[config.mk]
export PLATFORM = sky130hd
export DESIGN_NAME = countdown_timer
export DESIGN_NICKNAME = d
export VERILOG_FILES = /design/src/rtl/countdown_timer.sv
export SDC_FILE = /design/constraint.sdc
export NUM_CORES = 1
export LEC_CHECK = 0
export ABC_AREA = 1
export CAP_MARGIN = 20
export CORE_MARGIN = 4
export CORE_UTILIZATION = 30
export CTS_CLUSTER_SIZE = 30
export DETAILED_ROUTE_END_ITERATION = 10
export PLACE_DENSITY = 0.51
export SLEW_MARGIN = 30
export SYNTH_ARGS = -nofsm -noshare
export SYNTH_HDL_FRONTEND = slang
export SYNTH_SLANG_ARGS = --single-unit
export TNS_END_PERCENT = 5
[constraint.sdc]
create_clock -name CLK -period 12.65 [get_ports CLK]
set_input_delay 3.1625 -clock CLK [delete_from_list [all_inputs] [get_ports CLK]]
set_output_delay 3.1625 -clock CLK [all_outputs]
set_load 0.02 [all_outputs]
[src/rtl/countdown_timer.sv]
// Minutes:seconds countdown timer with centisecond resolution, debounced active-low
// buttons and six active-low seven-segment digits; raises Expired at 00:00.00.
module countdown_timer #(
  parameter int TICK_DIV  = 500000,
  parameter int DB_CYCLES = 500000
) (
  input  logic        CLK,
  input  logic        reset,
  input  logic        start_stop,
  input  logic        hold,
  input  logic        load,
  input  logic [15:0] preset,
  output logic [6:0]  Hex1,
  output logic [6:0]  Hex2,
  output logic [6:0]  Hex3,
  output logic [6:0]  Hex4,
  output logic [6:0]  Hex5,
  output logic [6:0]  Hex6,
  output logic        CLK_ind,
  output logic        Expired,
  output logic        Running
);
  localparam int DBW = (DB_CYCLES > 1) ? $clog2(DB_CYCLES) : 1;
  localparam int TDW = (TICK_DIV > 1) ? $clog2(TICK_DIV) : 1;
  localparam logic [DBW-1:0] DB_LAST   = DBW'(DB_CYCLES - 1);
  localparam logic [TDW-1:0] TICK_LAST = TDW'(TICK_DIV - 1);

  typedef enum logic [1:0] {S_IDLE, S_RUN, S_STOP, S_EXPIRED} state_t;

  function automatic logic [3:0] clamp_digit(input logic [3:0] d, input logic [3:0] max_d);
    return (d > max_d) ? max_d : d;
  endfunction

  function automatic logic [6:0] seg7(input logic [3:0] d);
    case (d)
      4'd0:    return 7'b1000000;
      4'd1:    return 7'b1111001;
      4'd2:    return 7'b0100100;
      4'd3:    return 7'b0110000;
      4'd4:    return 7'b0011001;
      4'd5:    return 7'b0010010;
      4'd6:    return 7'b0000010;
      4'd7:    return 7'b1111000;
      4'd8:    return 7'b0000000;
      4'd9:    return 7'b0010000;
      default: return 7'b1111111;
    endcase
  endfunction

  // Button bit order: [0] start_stop, [1] hold, [2] load
  logic [2:0]     raw_s, sync1_r, sync2_r, db_r;
  logic [1:0]     db_prev_r, ev_r;
  logic [DBW-1:0] db_cnt_r [3];

  state_t         state_r, state_s;
  logic [3:0]     min_t_r, min_o_r, sec_t_r, sec_o_r, cs_t_r, cs_o_r;
  logic [3:0]     min_t_s, min_o_s, sec_t_s, sec_o_s, cs_t_s, cs_o_s;
  logic [TDW-1:0] div_r;
  logic [5:0]     blink_r;
  logic           start_ev_s, load_ev_s, do_load_s, count_en_s, tick_s;
  logic           count_zero_s, last_cs_s;

  assign raw_s        = {load, hold, start_stop};
  assign start_ev_s   = ev_r[0];
  assign load_ev_s    = ev_r[1];
  assign do_load_s    = load_ev_s && (state_r != S_RUN);
  assign count_en_s   = (state_r == S_RUN) && db_r[1];
  assign tick_s       = count_en_s && (div_r == TICK_LAST);
  assign count_zero_s = ({min_t_r, min_o_r, sec_t_r, sec_o_r, cs_t_r, cs_o_r} == 24'h000000);
  assign last_cs_s    = ({min_t_r, min_o_r, sec_t_r, sec_o_r, cs_t_r, cs_o_r} == 24'h000001);

  // Synchronise, debounce and edge-detect the three buttons
  always_ff @(posedge CLK or posedge reset) begin
    if (reset) begin
      sync1_r   <= 3'b111;
      sync2_r   <= 3'b111;
      db_r      <= 3'b111;
      db_prev_r <= 2'b11;
      ev_r      <= 2'b00;
      for (int i = 0; i < 3; i++) db_cnt_r[i] <= {DBW{1'b0}};
    end else begin
      sync1_r   <= raw_s;
      sync2_r   <= sync1_r;
      db_prev_r <= {db_r[2], db_r[0]};
      ev_r      <= db_prev_r & ~{db_r[2], db_r[0]};
      for (int i = 0; i < 3; i++) begin
        if (sync2_r[i] != db_r[i]) begin
          if (db_cnt_r[i] == DB_LAST) begin
            db_r[i]     <= sync2_r[i];
            db_cnt_r[i] <= {DBW{1'b0}};
          end else begin
            db_cnt_r[i] <= db_cnt_r[i] + DBW'(1);
          end
        end else begin
          db_cnt_r[i] <= {DBW{1'b0}};
        end
      end
    end
  end

  // Count minus one centisecond, borrowing through the BCD digits
  always_comb begin
    min_t_s = min_t_r;
    min_o_s = min_o_r;
    sec_t_s = sec_t_r;
    sec_o_s = sec_o_r;
    cs_t_s  = cs_t_r;
    cs_o_s  = cs_o_r;
    if (cs_o_r != 4'd0) begin
      cs_o_s = cs_o_r - 4'd1;
    end else begin
      cs_o_s = 4'd9;
      if (cs_t_r != 4'd0) begin
        cs_t_s = cs_t_r - 4'd1;
      end else begin
        cs_t_s = 4'd9;
        if (sec_o_r != 4'd0) begin
          sec_o_s = sec_o_r - 4'd1;
        end else begin
          sec_o_s = 4'd9;
          if (sec_t_r != 4'd0) begin
            sec_t_s = sec_t_r - 4'd1;
          end else begin
            sec_t_s = 4'd5;
            if (min_o_r != 4'd0) begin
              min_o_s = min_o_r - 4'd1;
            end else begin
              min_o_s = 4'd9;
              min_t_s = min_t_r - 4'd1;
            end
          end
        end
      end
    end
  end

  // Next-state logic; expiry outranks a coincident start_stop press
  always_comb begin
    state_s = state_r;
    case (state_r)
      S_IDLE: begin
        if (do_load_s) state_s = S_IDLE;
        else if (start_ev_s && !count_zero_s) state_s = S_RUN;
        else state_s = S_IDLE;
      end
      S_RUN: begin
        if (tick_s && last_cs_s) state_s = S_EXPIRED;
        else if (start_ev_s) state_s = S_STOP;
        else state_s = S_RUN;
      end
      S_STOP: begin
        if (do_load_s) state_s = S_IDLE;
        else if (start_ev_s) state_s = S_RUN;
        else state_s = S_STOP;
      end
      S_EXPIRED: begin
        if (do_load_s) state_s = S_IDLE;
        else state_s = S_EXPIRED;
      end
      default: state_s = S_IDLE;
    endcase
  end

  // State register with status flags aligned to it
  always_ff @(posedge CLK or posedge reset) begin
    if (reset) begin
      state_r <= S_IDLE;
      Running <= 1'b0;
      Expired <= 1'b0;
    end else begin
      state_r <= state_s;
      Running <= (state_s == S_RUN);
      Expired <= (state_s == S_EXPIRED);
    end
  end

  // Count, tick divider and blink; divider holds its phase while not counting
  always_ff @(posedge CLK or posedge reset) begin
    if (reset) begin
      {min_t_r, min_o_r, sec_t_r, sec_o_r, cs_t_r, cs_o_r} <= 24'h000000;
      div_r   <= {TDW{1'b0}};
      blink_r <= 6'd0;
      CLK_ind <= 1'b0;
    end else if (do_load_s) begin
      min_t_r <= clamp_digit(preset[15:12], 4'd9);
      min_o_r <= clamp_digit(preset[11:8], 4'd9);
      sec_t_r <= clamp_digit(preset[7:4], 4'd5);
      sec_o_r <= clamp_digit(preset[3:0], 4'd9);
      cs_t_r  <= 4'd0;
      cs_o_r  <= 4'd0;
      div_r   <= {TDW{1'b0}};
      blink_r <= 6'd0;
      CLK_ind <= 1'b0;
    end else if (tick_s) begin
      {min_t_r, min_o_r, sec_t_r, sec_o_r, cs_t_r, cs_o_r} <=
        {min_t_s, min_o_s, sec_t_s, sec_o_s, cs_t_s, cs_o_s};
      div_r <= {TDW{1'b0}};
      if (last_cs_s) begin
        blink_r <= 6'd0;
        CLK_ind <= 1'b0;
      end else if (blink_r == 6'd49) begin
        blink_r <= 6'd0;
        CLK_ind <= ~CLK_ind;
      end else begin
        blink_r <= blink_r + 6'd1;
      end
    end else if (count_en_s) begin
      div_r <= div_r + TDW'(1);
    end else begin
      div_r <= div_r;
    end
  end

  assign Hex1 = seg7(min_t_r);
  assign Hex2 = seg7(min_o_r);
  assign Hex3 = seg7(sec_t_r);
  assign Hex4 = seg7(sec_o_r);
  assign Hex5 = seg7(cs_t_r);
  assign Hex6 = seg7(cs_o_r);
endmodule
Word-level counts from Yosys, hierarchy flattened. Memories as Yosys holds them, arrays and structs flattened. Cells that the tools add are included. W data, S select, Z words.

Bits in registers: 124. ROM bits: 672. Input bits: 21. Logic and storage cells: 152. Memories kept: 6.

Memory list: (name not given) (words 16, width 7, read ports 1, clocked after Yosys merged registers in 0, wr ports 0, RTL line 35) `case (d)`; (name not given) (words 16, width 7, read ports 1, clocked after Yosys merged registers in 0, wr ports 0, RTL line 35); (name not given) (words 16, width 7, read ports 1, clocked after Yosys merged registers in 0, wr ports 0, RTL line 35); (name not given) (words 16, width 7, read ports 1, clocked after Yosys merged registers in 0, wr ports 0, RTL line 35); (name not given) (words 16, width 7, read ports 1, clocked after Yosys merged registers in 0, wr ports 0, RTL line 35); (name not given) (words 16, width 7, read ports 1, clocked after Yosys merged registers in 0, wr ports 0, RTL line 35).

$add $sub $neg: 11. Order comparisons: 4. Equal/unequal tests: 20. Multiplexer cells: 61. Bitwise gates (word level): 3. Reductions and logical operators: 25.

Operator list (count): $mux W19 (9); $mux W4 (36); $add A19 B1 Y19 const B (4); $eq A19 B19 Y1 const B (4); $eq A24 B1 Y1 const B (1); $logic_not A24 Y1 (1); $mux W6 (4); $sub A4 B1 Y4 const B (6); $reduce_bool A4 Y1 (5); $gt A4 B4 Y1 const B (3); $mux W2 (5); $ne A2 B2 Y1 const B (5); $reduce_and A2 Y1 (5); $pmux W2 S4 (1); $add A6 B1 Y6 const B (1); $eq A2 B2 Y1 const B (3); $eq A6 B6 Y1 const B (1); $mux W1 (6); $reduce_and A6 Y1 (1); $reduce_bool A3 Y1 (2); $logic_and A1 B1 Y1 (5); $reduce_and A5 Y1 (1); $eq A2 B1 Y1 const B (2); $gt A4 B3 Y1 const B (1); 10 further kinds (12).

Depth between registers and ports, before layout. Gate-level depths: netlist of the first run.

Depth after elaboration: 8. Depth in mapped cells: 12.

Worst setup path after synthesis of the first run. OpenSTA, ideal clock, no wires.

Kind: register to output. Start: register cs_t_r[0]. End: output Hex5[5]. Arrival: 1.583 ns. Slack: 7.904 ns. Cell stages (with the launch flop): 4. Path buffers: 0. Cells stage by stage: dfrtp_1 inv_1 ha_1 o311ai_0.

Word-level cells in the longest chain between the ends: 1.

RTL lines: start, declared (RTL line 56) `logic [3:0] min_t_r, min_o_r, sec_t_r, sec_o_r, cs_t_r, cs_o_r;`; start signal, assigned (RTL line 195) `{min_t_r, min_o_r, sec_t_r, sec_o_r, cs_t_r, cs_o_r} <=`; $mem_v2 Z16 W7; end, declared (RTL line 17) `output logic [6:0] Hex5,`.

Every way passes these cells.

Worst setup path after layout of the first run.
Start: register sec_t_r[0]. End: output Hex3[5].

Word-level cells in the longest chain between the ends: 1.

RTL lines: start, declared (RTL line 56); start signal, assigned (RTL line 187) `sec_t_r <= clamp_digit(preset[7:4], 4'd5);`; start signal, assigned (RTL line 195); $mem_v2 Z16 W7; end, declared (RTL line 15) `output logic [6:0] Hex3,`.

Every way passes these cells.

==> flow_metrics.tcl, run 1 <==
set metrics [dict create \
    status "complete, no violations" \
    p_int_mw 0.743 \
    fmax_mhz 183 \
    syn_area_um2 7570 \
    start_kind "register" \
    synthArstFlopShare 1.00 \
    synth_cells 998 \
    first_global_vias 6499 \
    period_minus_slack_ns 5.46 \
    grt_max_degree 75 \
    clk_latency_ns 0.41 \
    min_from "sync1_r[2]$_DFF_PP1_" \
    min_to "sync2_r[2]$_DFF_PP1_" \
    synth.area.top_cells "dfrtp_1, nand2_1, nor2_1" \
    nFillCells 2612 \
    whs_path_depth 0 \
    worstSetupPathType "reg -> out" \
    multi_input_area_um2 3860 \
    routed_via_density 4.62 \
    rsz0062_at_grt "false" \
    antenna_found_initial 0 \
    ant_nets 0 \
    syn-num-nets 1058 \
    dr.pass1.iters 5 \
    max-cap-violations 0 \
    drt-initial-drc-count 425 \
    start_util 0.308 \
    r2r_cells 11 \
    drive_above_1_share 0.0664 \
    ys_warn_count 0 \
    switching_power_mw 0.207 \
    skew_ns 0.00821 \
    postCtsHoldBufs 0 \
    ctsHtreeMaxLevel 4 \
    grt_pass1_wl_um 30100 \
    cts_resized 0 \
    die_h_um 167 \
    io_pins 66 \
    swShare 0.218 \
    die_w_um 167 \
    cts_buffer_depth 2 \
    ys_ff_latch 124 \
    num_vias 6504 \
    worst-path-max-fanout 5 \
    port_buffers 65 \
    critPathArrivalTime_ns 2.29 \
    dp_hpwl_um 12600 \
    yosysTopAreaCell "dfrtp_1" \
    clk_pin_slew_ns 0.06 \
    regArea_um2 3120 \
    gr-usage-all-layers 0.126 \
    diodes 0 \
    rows 57 \
    final_nets 1132 \
    syn_to_final_growth_pct 21.6 \
    gp_congestion 0.826 \
    hold_viol_final 0 \
    setup_tns_ns 0 \
    end_kind "output pin" \
    timing.rr.end "blink_r[1]$_DFFE_PP0P_" \
    avgSynthCellArea_um2 7.59 \
    ir_worst_vdd_mv 0.103 \
    cts_tree "done" \
    remaining_drc_errors 0 \
    fin_crit_sh 0.431 \
    slew_viol_final 0 \
    final_core_util 0.374 \
    final-setup-viol-count 0 \
    wl_per_cell_um 12.0 \
    synth-edff-count 0 \
    post-cts-setup-buffer-count 0 \
    synth_top_area_frac 0.373 \
    clkPwrFrac 0.550 \
    clock_sinks 124 \
    cp.required_ns 9.49 \
    ys.flop_type "dfrtp_1" \
    hold_class "reg -> reg" \
    drt-total-wl_um 16900 \
    p_per_area_nw_per_um2 103 \
    dieArea_um2 27800 \
    reg2reg_setup_slack_ns 10.50 \
    grt-ovfl-total 0 \
    synth_seq_area_share 0.412 \
    p_seq_frac 0.425 \
    worst_slew_pin_slew_ns 0.671 \
    power_leakage_nw 4.22 \
    maxSlewHeadroom 0.552 \
    r2r_start "div_r[0]$_DFFE_PP0P_" \
    cts-root-buf "clkbuf_16" \
    cts_buffers 17 \
    ys_types 45 \
    comb_power_share 0.026 \
    coreArea_um2 24600 \
]
==> registers in the layout, indices dropped and copies added, names as in the netlist, 2 cells and up <==
| register | cells |
|---|---|
| db_r | 3 |
| db_prev_r | 2 |
| state_r | 2 |
| cs_o_r | 4 |
| sec_t_r | 4 |
| min_o_r | 4 |
| cs_t_r | 4 |
| ev_r | 2 |
| db_cnt_r | 57 |
| div_r | 19 |
| sec_o_r | 4 |
| sync2_r | 3 |
| min_t_r | 4 |
| sync1_r | 3 |
| blink_r | 6 |
==> power by group through the flow <==
stage | sequential [mW] | combinational (mW) | clock, mW
2_1_floorplan | 0.410 | 0.0132 | 0
3_3_place_gp | 0.410 | 0.0251 | 0
3_5_place_dp | 0.410 | 0.0253 | 0
4_1_cts | 0.403 | 0.0254 | 0.537
5_1_grt | 0.404 | 0.0284 | 0.558
6_report | 0.403 | 0.0243 | 0.522
==> cell type report <==
| type | instances | area share |
|---|---|---|
| Tap cell | 324 | 0.0440 |
| Sequential cell | 124 | 0.339 |
| Inverter | 138 | 0.0568 |
| Clock buffer | 17 | 0.0462 |
| Multi-Input combinational cell | 725 | 0.420 |
| Timing Repair Buffer | 66 | 0.0719 |
| Clock inverter | 15 | 0.0228 |
==> how the worst max path moves through the flow <==
stage / startpoint / to / slack (ns) / depth (start not counted)
after floorplan: reset / CLK_ind$_DFFE_PP0P_ / 6.21 / 1
after global placement: reset / min_t_r[0]$_DFFE_PP0P_ / 7.52 / 3
after detailed placement: reset / min_t_r[0]$_DFFE_PP0P_ / 7.52 / 3
after CTS: sec_t_r[0]$_DFFE_PP0P_ / Hex3[5] / 7.17 / 4
after global routing: min_t_r[0]$_DFFE_PP0P_ / Hex1[3] / 7.06 / 6
final: sec_t_r[0]$_DFFE_PP0P_ / Hex3[5] / 7.19 / 4
==> cell families after synthesis <==
family                   count (synthesis)  share of synthesized area
AO/OA/AOI/OAI                          148                      0.108
flip-flops                             124                      0.412
buffers and inverters                  149                     0.0783
adder cells (fa/ha/maj)                 39                     0.0644
XOR/XNOR                                33                     0.0382
AND/OR/NAND/NOR                        505                      0.299
==> synthesized netlist by cell type (5+ instances only) <==
cell type,instances
o21ai_1,16
o21ai_0,63
ha_1,39
nand3_1,55
nand2_1,198
nor2_1,151
nor3_1,30
nor2_2,6
o22ai_1,6
nand4_1,29
inv_1,133
xor2_1,32
o211ai_1,7
nor3b_1,12
dfstp_2,11
dfrtp_1,113
o311ai_0,5
a21oi_1,37
==> layer usage <==
metal	global-route usage	vias up	wire [um]
li1	-	3425	-
met1	0.171	2981	8580
met2	0.206	89	7750
met3	0.0254	9	469
met4	0.0349	0	146
met5	0	-	0
==> per-stage QoR <==
stage               total power [mW]  cells  setup slack [ns]  cell area, um^2  hold WS, ns
floorplan                      0.423    998              6.21             7570        0.345
global placement               0.435   1377              7.52             8570        0.346
finish                         0.950   1409              7.19             9210        0.355
CTS                            0.966   1409              7.17             9200        0.356
detailed placement             0.436   1377              7.52             8570        0.347
global route                   0.990   1409              7.06             9210        0.358
==> critical path: stages, from the launching register on <==
cell,delay [ns]
dfrtp_1,0.42
inv_1,0.11
ha_1,0.26
o311ai_0,0.41
clkdlybuf4s50_1,0.69
==> cell usage in the layout (no fill, tap or decap), types with 3 or more instances in the layout <==
master	instances
a21oi_1	37
a31oi_1	3
bufinv_16	4
clkbuf_16	17
clkdlybuf4s50_1	65
clkinv_4	3
dfrtp_1	113
dfstp_2	11
ha_1	39
inv_1	132
inv_6	5
nand2_1	198
nand2_2	3
nand2_4	3
nand3_1	55
nand4_1	29
nor2_1	151
nor2_2	6
nor3_1	30
nor3b_1	12
nor4_1	4
o211ai_1	7
o21ai_0	63
o21ai_1	16
o22ai_1	6
o311ai_0	5
o31ai_1	3
or2_2	4
xor2_1	32
Power figures use the tool's default switching activity.
==> run 2, diff against run 1 <==
Settings changed: PLACE_DENSITY 0.51 to 0.53.
Clock period 12.65 ns to 4.51 ns, I/O delays scaled along.
==> run 2 against run 1 <==
  * Final cell count rose by 0.14%
  * Via count rose by 0.55%
  * Critical path depth rose by 2
  * Count of clock-buffer cells in the layout rose by 2
  * Clock skew fell by 0.00072 ns
  * Worst hold slack got worse by 0.00066 ns
  * Sequential share of layout area fell by 0.083 points
  * Register-to-register slack got worse by 8.2 ns
  * Critical path type unchanged
==> flow_metrics.tcl, run 2 (synthesis gave the netlist of run 1 again) <==
set metrics [dict create \
    status "complete, no violations" \
    placed_cells 1379 \
    p_per_area_nw_per_um2 289 \
    layout.cells.non_filler 1411 \
    fmax_mhz 300 \
    drt-initial-drc-count 258 \
    start_util 0.308 \
    die_h_um 167 \
    critPathSlowestCell "clkdlybuf4s50_1" \
    timing.rr.end "blink_r[1]$_DFFE_PP0P_" \
    place_area_um2 8590 \
    place_ws_ns 1.59 \
    final-setup-viol-count 0 \
    ctsHtreeMaxLevel 4 \
    cpPeakStageDelay_ns 0.62 \
    hold_viol_final 0 \
    fin_ws_ns 1.18 \
    worstSetupPathType "reg -> out" \
    drt-total-wl_um 16800 \
    min_from "sync1_r[0]$_DFF_PP1_" \
    drive_above_1_share 0.0672 \
    routed_via_density 4.64 \
    slew_viol_final 0 \
    total_power_mw 2.66 \
    grt_pass1_wl_um 29700 \
    cts_resized 0 \
    layout_commonest_cell "nand2_1" \
    clock_sinks 124 \
    critPathArrivalTime_ns 2.20 \
    r2r_cells 10 \
    reg_top3 "db_cnt_r x57, div_r x19, blink_r x6" \
    diodes 0 \
    skew_ns 0.00748 \
    path_buf_inv 3 \
    use_met1 0.167 \
    cts_tree "done" \
    crit_family "buffers and inverters" \
    cts_buffers 17 \
    clk_pin_slew_ns 0.06 \
    power_leakage_nw 4.23 \
    period_minus_slack_ns 3.33 \
    final_nets 1134 \
    start_kind "register" \
    max-cap-violations 0 \
    holdWs_ns 0.355 \
    grt-ovfl-total 0 \
    worstPathCellList "inv_1 -> ha_1 -> nand2_1 -> inv_1 -> o21ai_0 -> clkdlybuf4s50_1" \
    ir_worst_vdd_mv 0.292 \
    dr.pass1.iters 4 \
    syn_to_final_growth_pct 21.9 \
    first_global_vias 6518 \
    end_kind "output pin" \
    antenna_found_initial 0 \
    coreArea_um2 24600 \
    fin_crit_sh 0.738 \
    top_usage_layer "met2" \
    clk_latency_ns 0.41 \
    largest-register "db_cnt_r" \
    cts-root-buf "clkbuf_16" \
    postCtsHoldBufs 0 \
    remaining_drc_errors 0 \
    dp_hpwl_um 12500 \
    most-common-layout-cells "nand2_1, nor2_1, inv_1" \
    wl_per_cell_um 11.9 \
    worst-path-max-fanout 6 \
    num_vias 6540 \
    whs_path_depth 0 \
    grtUsageMet2 0.201 \
    grtUsageMet3 0.0277 \
    dieArea_um2 27800 \
    io_pins 66 \
    rsz0062_at_grt "false" \
    maxSlewHeadroom 0.471 \
    gp_congestion 0.841 \
    port_buffers 65 \
    gr-usage-all-layers 0.124 \
    setup_tns_ns 0 \
    hold_class "reg -> reg" \
    path_common_cell "inv_1" \
    worst_slew_pin_slew_ns 0.794 \
    rows 57 \
    r2r_start "db_r[1]$_DFFE_PP1P_" \
    final_core_util 0.375 \
    die_w_um 167 \
    cts_buffer_depth 2 \
    grt_max_degree 64 \
    largest_reg_flops 57 \
    fin_area_um2 9230 \
    ant_nets 0 \
    cp.required_ns 3.38 \
    min_to "sync2_r[0]$_DFF_PP1_" \
    path_depth 6 \
    post-cts-setup-buffer-count 0 \
    reg2reg_setup_slack_ns 2.33 \
]
## run 2: cell types whose count changed in the layout (fill, tap and decap cells not counted), sizes merged
cell / delta
clkinv: +1
buf: +2
clkinvlp: +1
inv: -4
clkbuf: +2
## run 2: layout make-up
type                    instances  area, um^2
inverters                     138         523
clock buffers                  19         443
flip-flops and latches        124        3120
clock inverters                13         191
fillers                      2549       15400
multi-input cells             725        3860
well taps                     324         405
repair buffers                 68         686
## run 2: per-layer routing
metal / share of wire / vias up
li1: - / 3423
met1: 0.49 / 3025
met2: 0.47 / 79
met3: 0.031 / 13
met4: 0.011 / 0
met5: 0 / -
## run 2: where the power goes
part	switching, mW	internal (mW)	total, mW
Sequential	0.00633	1.12	1.13
Clock	0.518	0.943	1.46
Combinational	0.0445	0.0267	0.0712
## run 2: how the worst max path moves through the flow
stage	to	from	slack, ns
2_1_floorplan	CLK_ind$_DFFE_PP0P_	reset	0.10
3_3_place_gp	Hex3[5]	sec_t_r[0]$_DFFE_PP0P_	1.60
3_5_place_dp	Hex5[5]	cs_t_r[0]$_DFFE_PP0P_	1.59
4_1_cts	Hex5[5]	cs_t_r[0]$_DFFE_PP0P_	1.14
5_1_grt	Hex5[5]	cs_t_r[0]$_DFFE_PP0P_	0.98
6_report	Hex6[3]	cs_o_r[0]$_DFFE_PP0P_	1.18
==> run 3, diff against run 2 <==
Settings changed: PLACE_DENSITY 0.53 to 0.51.
Clock period 4.51 ns to 3.3 ns, I/O delays scaled along.
==> run 3 against run 2 <==
  * Worst setup slack got worse by 0.95 ns
  * Core utilization decreased by 0.39 points
  * Register-to-register slack got worse by 1.2 ns
  * Via count about the same
  * Flip-flop and latch count unchanged
  * Total power increased by 24%
  * Sequential power increased by 37%
  * Clock skew about the same
  * Largest power group unchanged
  * Wire length increased by 1.7%
  * Critical path type unchanged
  * Sequential share of layout area increased by 0.36 points
  * Highest routed layer unchanged
==> flow_metrics.tcl, run 3 (synthesis gave the netlist of run 1 again) <==
set metrics [dict create \
    path_buf_inv 2 \
    drive_above_1_share 0.0634 \
    nFillCells 2596 \
    largest_reg_flops 57 \
    worst-path-max-fanout 6 \
    grtUsageMet3 0.0320 \
    first_global_vias 6430 \
    period_minus_slack_ns 3.07 \
    p_seq_frac 0.467 \
    cp.required_ns 2.47 \
    most-common-layout-cells "nand2_1, nor2_1, inv_1" \
    place_ws_ns 0.615 \
    routed_via_density 4.63 \
    max-cap-violations 0 \
    end_kind "output pin" \
    slew_viol_final 0 \
    post-cts-setup-buffer-count 0 \
    syn_to_final_growth_pct 20.6 \
    swShare 0.217 \
    clock_sinks 124 \
    fin_area_um2 9130 \
    rsz0062_at_grt "false" \
    die_w_um 167 \
    cts_tree "done" \
    final_nets 1135 \
    ant_nets 0 \
    cts_buffers 17 \
    critPathArrivalTime_ns 2.25 \
    path_depth 4 \
    reg_top3 "db_cnt_r x57, div_r x19, blink_r x6" \
    skew_ns 0.00793 \
    layout_commonest_cell "nand2_1" \
    cts-root-buf "clkbuf_16" \
    largest-register "db_cnt_r" \
    critPathSlowestCell "clkdlybuf4s50_1" \
    reg2reg_setup_slack_ns 1.16 \
    grt_pass1_wl_um 30100 \
    regArea_um2 3120 \
    cpPeakStageDelay_ns 0.67 \
    hold_viol_final 0 \
    multi_input_area_um2 3860 \
    top_usage_layer "met2" \
    drt-total-wl_um 17100 \
    r2r_start "db_r[1]$_DFFE_PP1P_" \
    maxSlewHeadroom 0.576 \
    p_int_mw 2.59 \
    clk_pin_slew_ns 0.05 \
    r2r_cells 10 \
    p_per_area_nw_per_um2 362 \
    timing.rr.end "blink_r[1]$_DFFE_PP0P_" \
    port_buffers 65 \
    ctsHtreeMaxLevel 4 \
    gr-usage-all-layers 0.128 \
    power_leakage_nw 4.17 \
    ir_worst_vdd_mv 0.349 \
    postCtsHoldBufs 0 \
    diodes 0 \
    fin_ws_ns 0.227 \
    hold_class "reg -> reg" \
    coreArea_um2 24600 \
    worstSetupPathType "reg -> out" \
    dieArea_um2 27800 \
    startpoint "cs_t_r[0]$_DFFE_PP0P_" \
    status "complete, no violations" \
    io_pins 66 \
    dr.pass1.iters 5 \
    rows 57 \
    drt-initial-drc-count 296 \
    layout.cells.non_filler 1412 \
    grt-ovfl-total 0 \
    cts_resized 0 \
    grtUsageMet2 0.209 \
    worstPathCellList "inv_1 -> ha_1 -> o311ai_0 -> clkdlybuf4s50_1" \
    wl_per_cell_um 12.1 \
    placed_cells 1380 \
    switching_power_mw 0.718 \
    fmax_mhz 325 \
    antenna_found_initial 0 \
    comb_power_share 0.030 \
    use_met1 0.166 \
    cts_buffer_depth 2 \
    die_h_um 167 \
    worst_slew_pin_slew_ns 0.635 \
    start_util 0.308 \
    place_area_um2 8600 \
    clk_latency_ns 0.42 \
    final-setup-viol-count 0 \
    crit_family "buffers and inverters" \
    start_kind "register" \
    remaining_drc_errors 0 \
    gp_congestion 0.838 \
    grt_max_degree 49 \
    clkPwrFrac 0.503 \
    setup_tns_ns 0 \
    num_vias 6542 \
    dp_hpwl_um 12800 \
    cp-endpoint "Hex5[5]" \
    fin_crit_sh 0.931 \
]
## run 3: cell count changes in the layout (fill, tap and decap cells not counted), sizes merged
cell and change:
bufinv -4, inv -2, clkinvlp +2, clkbuf +7, buf +1, clkinv -3
## run 3: worst min-delay path by stage
stage                    startpoint              endpoint  slack, ns  cells past startpoint
2_1_floorplan  sync1_r[0]$_DFF_PP1_  sync2_r[0]$_DFF_PP1_       0.35                      0
3_3_place_gp   sync1_r[2]$_DFF_PP1_  sync2_r[2]$_DFF_PP1_       0.35                      0
5_1_grt        sync1_r[2]$_DFF_PP1_  sync2_r[2]$_DFF_PP1_       0.36                      0
3_5_place_dp   sync1_r[2]$_DFF_PP1_  sync2_r[2]$_DFF_PP1_       0.35                      0
6_report       sync1_r[0]$_DFF_PP1_  sync2_r[0]$_DFF_PP1_       0.35                      0
4_1_cts        sync1_r[0]$_DFF_PP1_  sync2_r[0]$_DFF_PP1_       0.36                      0
## run 3: area by class of cell
cell class / instances / area share
multi-input combinational: 725 / 0.423
sequential: 124 / 0.341
timing repair buffer: 69 / 0.0759
inverter: 138 / 0.0574
clock buffer: 26 / 0.0536
tap: 324 / 0.0444
clock inverter: 6 / 0.00438
## run 3: worst register-to-register path, stage by stage (launching register included)
cell and delay, ns:
dfstp_2 0.55, nand3_1 0.18, nor2_1 0.17, nand2_2 0.10, nor2_8 0.19, inv_4 0.06
nand2_4 0.32, inv_1 0.23, nor2_1 0.13, nand2_1 0.06, o21ai_1 0.07
## run 3: per-layer routing
metal | routed length, um | up-vias
li1 | - | 3417
met5 | 0 | -
met1 | 8460 | 3010
met3 | 486 | 12
met4 | 198 | 0
met2 | 7970 | 103
## run 3: power by group through the flow
stage	Sequential (mW)	Combinational [mW]	Clock (mW)
3_3_place_gp	1.57	0.103	0
6_report	1.55	0.0977	1.66
5_1_grt	1.55	0.113	1.81
4_1_cts	1.55	0.103	1.73
3_5_place_dp	1.57	0.102	0
2_1_floorplan	1.57	0.0509	0
## run 3: metrics by stage
stage / hold WS, ns / util / power, mW
2_1_floorplan: 0.345 / - / 1.62
3_3_place_gp: 0.346 / 0.350 / 1.67
3_5_place_dp: 0.348 / 0.350 / 1.67
4_1_cts: 0.356 / 0.371 / 3.38
5_1_grt: 0.357 / 0.371 / 3.47
6_report: 0.354 / 0.371 / 3.31
